### config.mk
export PLATFORM = sky130hd
export DESIGN_NAME = ulpi_reg_access
export DESIGN_NICKNAME = d
export VERILOG_FILES = /design/src/rtl/ulpi_reg_access.sv
export SDC_FILE = /design/constraint.sdc
export NUM_CORES = 1
export LEC_CHECK = 0
export CORE_UTILIZATION = 47
export CTS_CLUSTER_DIAMETER = 150
export DETAILED_ROUTE_END_ITERATION = 6
export PLACE_DENSITY = 0.79
export RECOVER_POWER = 100
export SLEW_MARGIN = 30
export SYNTH_ARGS = -nofsm -noshare
export SYNTH_HDL_FRONTEND = slang
export SYNTH_SLANG_ARGS = --single-unit
### constraint.sdc
create_clock -name clk -period 1.86 [get_ports clk]
set_input_delay 0.279 -clock clk [delete_from_list [all_inputs] [get_ports clk]]
set_output_delay 0.279 -clock clk [all_outputs]
set_load 0.05 [all_outputs]
### src/rtl/ulpi_reg_access.sv
// ULPI register read/write engine for the USB3300 link side, with PHY-abort retry and NXT timeout.
// Define ULPI_EXT_ADDR_EN to compile in extended-address accesses (EXTADDR state).
module ulpi_reg_access #(
  parameter int TIMEOUT_CYCLES = 255,
  parameter int RETRY_MAX      = 3
) (
  input  logic       clk,
  input  logic       rst,
  input  logic       REQ,
  input  logic       WE,
  input  logic [7:0] ADDR,
  input  logic [7:0] WDATA,
  output logic [7:0] RDATA,
  output logic       BUSY,
  output logic       DONE,
  output logic       ERR,
  input  logic       DIR,
  output logic       STP,
  input  logic       NXT,
  input  logic [7:0] ULPI_DATA_IN,
  output logic [7:0] ULPI_DATA_OUT,
  output logic       ULPI_OE
);

  localparam int TW = $clog2(TIMEOUT_CYCLES + 1);
  localparam int RW = $clog2(RETRY_MAX + 2);
  localparam logic [TW-1:0] TMO_LAST   = TW'(TIMEOUT_CYCLES - 1);
  localparam logic [RW-1:0] RETRY_LAST = RW'(RETRY_MAX);

  typedef enum logic [3:0] {
    S_IDLE,
    S_ARB,
    S_TXCMD,
`ifdef ULPI_EXT_ADDR_EN
    S_EXTADDR,
`endif
    S_WDATA,
    S_STOP,
    S_TURN1,
    S_RDATA,
    S_TURN2,
    S_FINISH
  } state_t;

  state_t          state;
  logic [RW-1:0]   retry_cnt;
  logic [TW-1:0]   tmo_cnt;
  logic [7:0]      rdata_q;
  logic            busy_q;
  logic            done_q;
  logic            err_q;
  logic            stp_q;
  logic [7:0]      dout_q;
  logic            oe_q;

  // Request latch and read holding register carry data only, so they are not reset.
  logic            we_q;
  logic [5:0]      cmd_a_q;
  logic [7:0]      wdata_q;
  logic [7:0]      hold_q;
`ifdef ULPI_EXT_ADDR_EN
  logic            ext_q;
  logic [7:0]      addr_q;
`else
  logic            unused_addr_hi;
  assign unused_addr_hi = ^ADDR[7:6];
`endif

  function automatic logic [7:0] txcmd_byte(input logic we, input logic [5:0] a);
    return {1'b1, ~we, a};
  endfunction

`ifdef ULPI_EXT_ADDR_EN
  function automatic logic is_ext(input logic [7:0] a);
    return (a[7:6] != 2'b00) || (a[5:0] == 6'h2F);
  endfunction
`endif

  logic link_phase;
  logic abort;

  assign link_phase = (state == S_TXCMD) || (state == S_WDATA)
`ifdef ULPI_EXT_ADDR_EN
                      || (state == S_EXTADDR)
`endif
                      ;
  assign abort = (link_phase && DIR) || (state == S_RDATA && DIR && NXT);

  always_ff @(posedge clk) begin
    if (state == S_IDLE && REQ) begin
      we_q    <= WE;
      wdata_q <= WDATA;
`ifdef ULPI_EXT_ADDR_EN
      ext_q   <= is_ext(ADDR);
      addr_q  <= ADDR;
      cmd_a_q <= is_ext(ADDR) ? 6'h2F : ADDR[5:0];
`else
      cmd_a_q <= ADDR[5:0];
`endif
    end
    if (state == S_RDATA && DIR && !NXT) hold_q <= ULPI_DATA_IN;
  end

  always_ff @(posedge clk or negedge rst) begin
    if (!rst) begin
      state     <= S_IDLE;
      retry_cnt <= '0;
      tmo_cnt   <= '0;
      rdata_q   <= 8'h00;
      busy_q    <= 1'b0;
      done_q    <= 1'b0;
      err_q     <= 1'b0;
      stp_q     <= 1'b0;
      dout_q    <= 8'h00;
      oe_q      <= 1'b0;
    end else if (abort) begin
      // PHY took the bus: release it and retry, unless the retry budget is spent
      oe_q      <= 1'b0;
      dout_q    <= 8'h00;
      tmo_cnt   <= '0;
      retry_cnt <= retry_cnt + 1'b1;
      if (retry_cnt == RETRY_LAST) begin
        state  <= S_FINISH;
        done_q <= 1'b1;
        err_q  <= 1'b1;
      end else begin
        state  <= S_ARB;
      end
    end else if (link_phase && !NXT) begin
      if (tmo_cnt == TMO_LAST) begin
        oe_q    <= 1'b0;
        dout_q  <= 8'h00;
        tmo_cnt <= '0;
        state   <= S_FINISH;
        done_q  <= 1'b1;
        err_q   <= 1'b1;
      end else begin
        tmo_cnt <= tmo_cnt + 1'b1;
      end
    end else begin
      case (state)
        S_IDLE: begin
          if (REQ) begin
            busy_q    <= 1'b1;
            retry_cnt <= '0;
            tmo_cnt   <= '0;
            state     <= S_ARB;
          end
        end
        S_ARB: begin
          if (!DIR) begin
            dout_q <= txcmd_byte(we_q, cmd_a_q);
            oe_q   <= 1'b1;
            state  <= S_TXCMD;
          end
        end
        S_TXCMD: begin
          tmo_cnt <= '0;
`ifdef ULPI_EXT_ADDR_EN
          if (ext_q) begin
            dout_q <= addr_q;
            state  <= S_EXTADDR;
          end else
`endif
          if (we_q) begin
            dout_q <= wdata_q;
            state  <= S_WDATA;
          end else begin
            oe_q   <= 1'b0;
            dout_q <= 8'h00;
            state  <= S_TURN1;
          end
        end
`ifdef ULPI_EXT_ADDR_EN
        S_EXTADDR: begin
          tmo_cnt <= '0;
          if (we_q) begin
            dout_q <= wdata_q;
            state  <= S_WDATA;
          end else begin
            oe_q   <= 1'b0;
            dout_q <= 8'h00;
            state  <= S_TURN1;
          end
        end
`endif
        S_WDATA: begin
          tmo_cnt <= '0;
          stp_q   <= 1'b1;
          dout_q  <= 8'h00;
          state   <= S_STOP;
        end
        S_STOP: begin
          stp_q  <= 1'b0;
          oe_q   <= 1'b0;
          done_q <= 1'b1;
          err_q  <= 1'b0;
          state  <= S_FINISH;
        end
        S_TURN1: begin
          if (DIR) begin
            state <= S_RDATA;
          end else begin
            done_q <= 1'b1;
            err_q  <= 1'b1;
            state  <= S_FINISH;
          end
        end
        S_RDATA: begin
          if (DIR) begin
            state <= S_TURN2;
          end else begin
            done_q <= 1'b1;
            err_q  <= 1'b1;
            state  <= S_FINISH;
          end
        end
        S_TURN2: begin
          if (!DIR) begin
            rdata_q <= hold_q;
            done_q  <= 1'b1;
            err_q   <= 1'b0;
            state   <= S_FINISH;
          end
        end
        S_FINISH: begin
          done_q <= 1'b0;
          err_q  <= 1'b0;
          busy_q <= 1'b0;
          state  <= S_IDLE;
        end
        default: state <= S_IDLE;
      endcase
    end
  end

  // DIR gates the bus drivers combinationally so the link never fights the PHY.
  assign ULPI_OE       = oe_q & ~DIR;
  assign ULPI_DATA_OUT = DIR ? 8'h00 : dout_q;
  assign RDATA         = rdata_q;
  assign BUSY          = busy_q;
  assign DONE          = done_q;
  assign ERR           = err_q;
  assign STP           = stp_q;

  a_err_only_with_done: assert property (@(posedge clk) disable iff (!rst) ERR |-> DONE);
  a_done_while_busy:    assert property (@(posedge clk) disable iff (!rst) DONE |-> BUSY);

endmodule

# ---- After elaboration in Yosys (flattened, before gate mapping)
# Cells that the tools add are included.
dict set report classes {
  addsub 2
  n_eq_ne 20
  muxes 45
  bitwise 5
  reduce_logical 33
}
# cell count
set ops {}
lappend ops {{two-way mux 8 bit} 10}
lappend ops {{two-way mux 4 bit} 9}
lappend ops {{case mux 4 bit (8 select lines)} 1}
lappend ops {{case mux 8 bit (3 select lines)} 1}
lappend ops {{AND reduction 4 bit} 5}
lappend ops {{nonzero test 5 bit} 4}
lappend ops {{equality test 4 x 3 -> 1 bit, second input constant} 4}
lappend ops {{case mux 8 bit (2 select lines)} 1}
lappend ops {{two-way mux 3 bit} 5}
lappend ops {{two-way mux 1 bit} 13}
lappend ops {{case mux 1 bit (3 select lines)} 3}
lappend ops {{AND reduction 3 bit} 3}
lappend ops {{adder 8 x 1 -> 8 bit, second input constant} 1}
lappend ops {{equality test 4 x 2 -> 1 bit, second input constant} 2}
lappend ops {{equality test 8 bit, second input constant} 1}
lappend ops {{!= test 4 x 2 -> 1 bit, second input constant} 2}
lappend ops {{!= test 4 x 3 -> 1 bit, second input constant} 2}
lappend ops {{!= test 4 bit, second input constant} 2}
lappend ops {{nonzero test 2 bit} 4}
lappend ops {{logical AND 1 bit} 6}
lappend ops {{OR reduction 2 bit} 3}
lappend ops {{AND reduction 5 bit} 1}
lappend ops {{equality test 4 x 1 -> 1 bit, second input constant} 1}
lappend ops {{equality test 4 bit, second input constant} 1}
lappend ops {{14 further kinds} 20}
dict set report totals {
  reg_bits 59
  inputBits 30
}

# ---- Logic depth before layout (Yosys ltp)
dict set report depth {
  ltp_word 6
  depth_mapped 8
}

# ---- Worst setup path before layout
# Ideal clock, no wire load.
dict set report synth_timing {
  kind {register to register}
  start {reg tmo_cnt[0]}
  end {reg state[1]}
  arrival_time_ns 1.639
  required_ns 1.732
  setup_slack_ns 0.093
  path_stages_with_launch 8
  period_less_slack_ns 1.767
  cell_sequence {dfrtp_1 > inv_1 > ha_1 > nand3_1 > o211ai_2 > o41a_2 > a21boi_4 > mux2_1}
}
dict set report synth_between {
  elab_chain_len 3
}
# item line
set synth_rtl {}
lappend synth_rtl {{start, declared} 47} ;# logic [TW-1:0] tmo_cnt;
lappend synth_rtl {{start signal, assigned} 138} ;# tmo_cnt <= tmo_cnt + 1'b1;
lappend synth_rtl {{equality test 8 bit} 130} ;# if (tmo_cnt == TMO_LAST) begin
lappend synth_rtl {{!= test 3 x 2 -> 1 bit (no line)} n/a}
lappend synth_rtl {{AND reduction 4 bit (no line)} n/a}
lappend synth_rtl {{end signal, assigned} 127} ;# state <= S_ARB;
lappend synth_rtl {{end signal, assigned} 134} ;# state <= S_FINISH;
lappend synth_rtl {{end signal, assigned} 147} ;# state <= S_ARB;
lappend synth_rtl {{end, declared} 45} ;# state_t state;
# No other way between the ends.
# A chain may end at the register's enable or synchronous reset.

# ---- Final worst setup path
dict set report layout_timing {
  start {reg rdata_q[5] (netlist: RDATA[5])}
  end {out RDATA[5]}
}
# item line
set layout_lines {}
lappend layout_lines {{start, declared} 48} ;# logic [7:0] rdata_q;
lappend layout_lines {{start signal, assigned} 220} ;# rdata_q <= hold_q;
lappend layout_lines {{end, declared} 13} ;# output logic [7:0] RDATA,
# No word-level cell between the ends.

==> impl_metrics.csv <==
group,metric,value,unit
synth,async_reset_ff_share,61.0,%
placement,placed_cell_area,3660,µm²
critical_path,max_stage_delay,0.82,ns
clock_network,cts.clk_slew.worst_paths,0.07,ns
clock_network,numCtsBuffers,9,
placement,gp_congestion,0.869,
global_routing,track_usage,21.9,%
clock_network,cts_tree,"yes",
die,die-height,78.8,µm
power_and_ir_drop,leakagePower,1.60,nW
layout,final_cell_mix,"35 x dfrtp_1, 26 x buf_4, 24 x dlygate4sd3_1",
clock_network,htreeDepth,3,
global_routing,grt_pass1_wl,9980,µm
critical_path,start_kind,"flip-flop",
layout,drive_above_1_share,26.2,%
critical_path,crit_required,1.58,ns
synth,syn-num-nets,273,
layout,final_area,3760,µm²
synth,syn_inst,239,
global_routing,grt_remaining_overflow,0,
critical_path,cp-end-kind,"primary output",
routing,drt_iter0_markers,135,
routing,wire_per_inst,14.8,µm
synth,synth.avg_cell_area,11.6,µm²
power_and_ir_drop,max-vdd-ir-drop,0.836,mV
timing,setup_tns,0,ns
die,io_pins,51,
critical_path,crit_type,"flip-flop to primary output",
timing,tightest_slew,0.905,ns
timing,grt_setup_unrepaired,"no",
synth,ys_warn_count,0,
timing,fin_skew,0.0124,ns
placement,dp_hpwl,4230,µm
clock_network,clk_path_buf_depth,2,
clock_network,insertion_delay,0.35,ns
critical_path,cp_max_fo,2,
routing,drt-vias-per-instance,5.43,
clock_network,cts_root_buffer,"clkbuf_8",
routing,wl,5920,µm
die,start_util,49.4,%
critical_path,arrival,1.52,ns
layout,finalNetCount,357,
timing,finalHoldViolCount,0,
synth,synth-edff-count,23,
job,drv_cap,0,
timing,fmax,557,MHz
status,outcome,"finished, final reports clean",
global_routing,grt_max_degree,37,
timing,setup_viol,0,
routing,num_vias,2171,
timing,slew_headroom,39.6,%
timing,fin_hold_ws,0.476,ns
synth,syn-cell-area,2770,µm²
power_and_ir_drop,p_per_area,1650,nW/µm²
global_routing,antenna_found_initial,0,
layout,area_delta_synth_final,35.9,%
power_and_ir_drop,finalPower,6.22,mW
timing,period_share,96.5,%
layout,antennaDiodeCount,0,
critical_path,crit_path_cell_trace,"clkdlybuf4s50_1",
synth,ys_types,47,
synth,synth_seq_area_share,57.5,%
critical_path,cpMaxStageDelayCell,"clkdlybuf4s50_1",
routing,route.detailed.drc,0,
placement,numPortBuffers,48,
die,core,5610,µm²
die,die_x,78.8,µm
die,die_area,6200,µm²
timing,drv_slew,0,
clock_network,postCtsSetupBuffers,0,
global_routing,grt_pass1_vias,2112,
critical_path,path_delay_family,"buffers and inverters",
layout,final_common_cell,"dfrtp_1",
die,rows,27,
synth,yosys_register_bits,59,
routing,dr.pass1.iters,4,
worst_hold_path,hp-class,"flip-flop to flip-flop",
clock_network,cts.sinks,59,
synth,synth_flop_cell,"dfrtp_1",
timing,fin_crit,1.80,ns
routing,ant_nets,0,
critical_path,timing.critical_path.buf_inv,1,
through the flow:
step	setup WS, ns	utilization, %	std cells
floorplan	0.0932	-	239
global placement	-0.156	65.2	383
detailed placement	-0.196	65.2	383
global route	0.00322	67.1	400
finish	0.0644	67.1	400
CTS	0.00309	69.2	400
per-layer routing:
metal	track usage (%)	share of wire [%]	routed length (µm)
met2	33.6	50	2970
met4	11.5	2.2	133
met3	7.70	4.7	276
met1	27.4	43	2540
met5	0	0	0
synthesized netlist by cell type, drive strengths merged, types with 5 or more instances:
library cell,count,share of area [%]
nor2b,15,3.4
and3,6,1.4
dfrtp,36,33
a21oi,14,2.5
nor2,15,2.0
o21ai,15,2.7
inv,9,1.2
a31oi,7,1.6
o31ai,5,1.4
buf,10,1.9
nand2,17,2.6
mux2,18,7.3
edfxtp,23,25
nand3,10,1.8
state kept, by name (all words and copies together), names as in the netlist:
| signal | flops |
|---|---|
| RDATA | 8 |
| dout_q | 8 |
| hold_q | 8 |
| tmo_cnt | 8 |
| wdata_q | 8 |
| cmd_a_q | 6 |
| state | 4 |
| retry_cnt | 3 |
| BUSY | 1 |
| DONE | 1 |
| ERR | 1 |
| STP | 1 |
| oe_q | 1 |
| we_q | 1 |
report_power, final:
part	total [mW]	switching [mW]	internal (mW)	leakage, nW
Clock	1.26	0.512	0.748	0.103
Combinational	2.99	1.65	1.34	0.825
Sequential	1.97	0.240	1.73	0.668
Total	6.22	2.41	3.81	1.60
layout make-up:
cell class	instances	area, µm²
flip-flops and latches	59	1590
repair buffers	85	746
clock inverters	7	92.6
inverters	9	33.8
multi-input cells	159	1080
fillers	468	1840
clock buffers	9	124
well taps	72	90.1
final timing paths:
check                                 from   endpoint  slack [ns]  cells past startpoint
worst max-delay path              RDATA[5]   RDATA[5]        0.06                      1
worst min-delay path             hold_q[6]   RDATA[6]        0.48                      1
worst max register to register  tmo_cnt[0]   state[1]        0.10                      7
worst min register to register   hold_q[6]   RDATA[6]        0.48                      1
max in group asynchronous              rst   state[1]        0.57                      3
min in group asynchronous              rst  dout_q[3]        0.66                      3
cell families after synthesis:
| kind of cell | after synthesis | synth area share (%) |
|---|---|---|
| flip-flops | 59 | 57.5 |
| AND/OR/NAND/NOR | 77 | 15.0 |
| AO/OA/AOI/OAI | 57 | 14.0 |
| multiplexers | 19 | 7.68 |
| buffers and inverters | 21 | 3.43 |
| adder cells (fa/ha/maj) | 4 | 1.81 |
| XOR/XNOR | 2 | 0.633 |
what timing repair did:
item,in CTS,in global routing
resized for setup,0,2
setup endpoints to repair,0,12
endpoints found under the hold margin,36,0
hold buffers,1,0
Note: power is estimated with default switching activity, not from simulation.
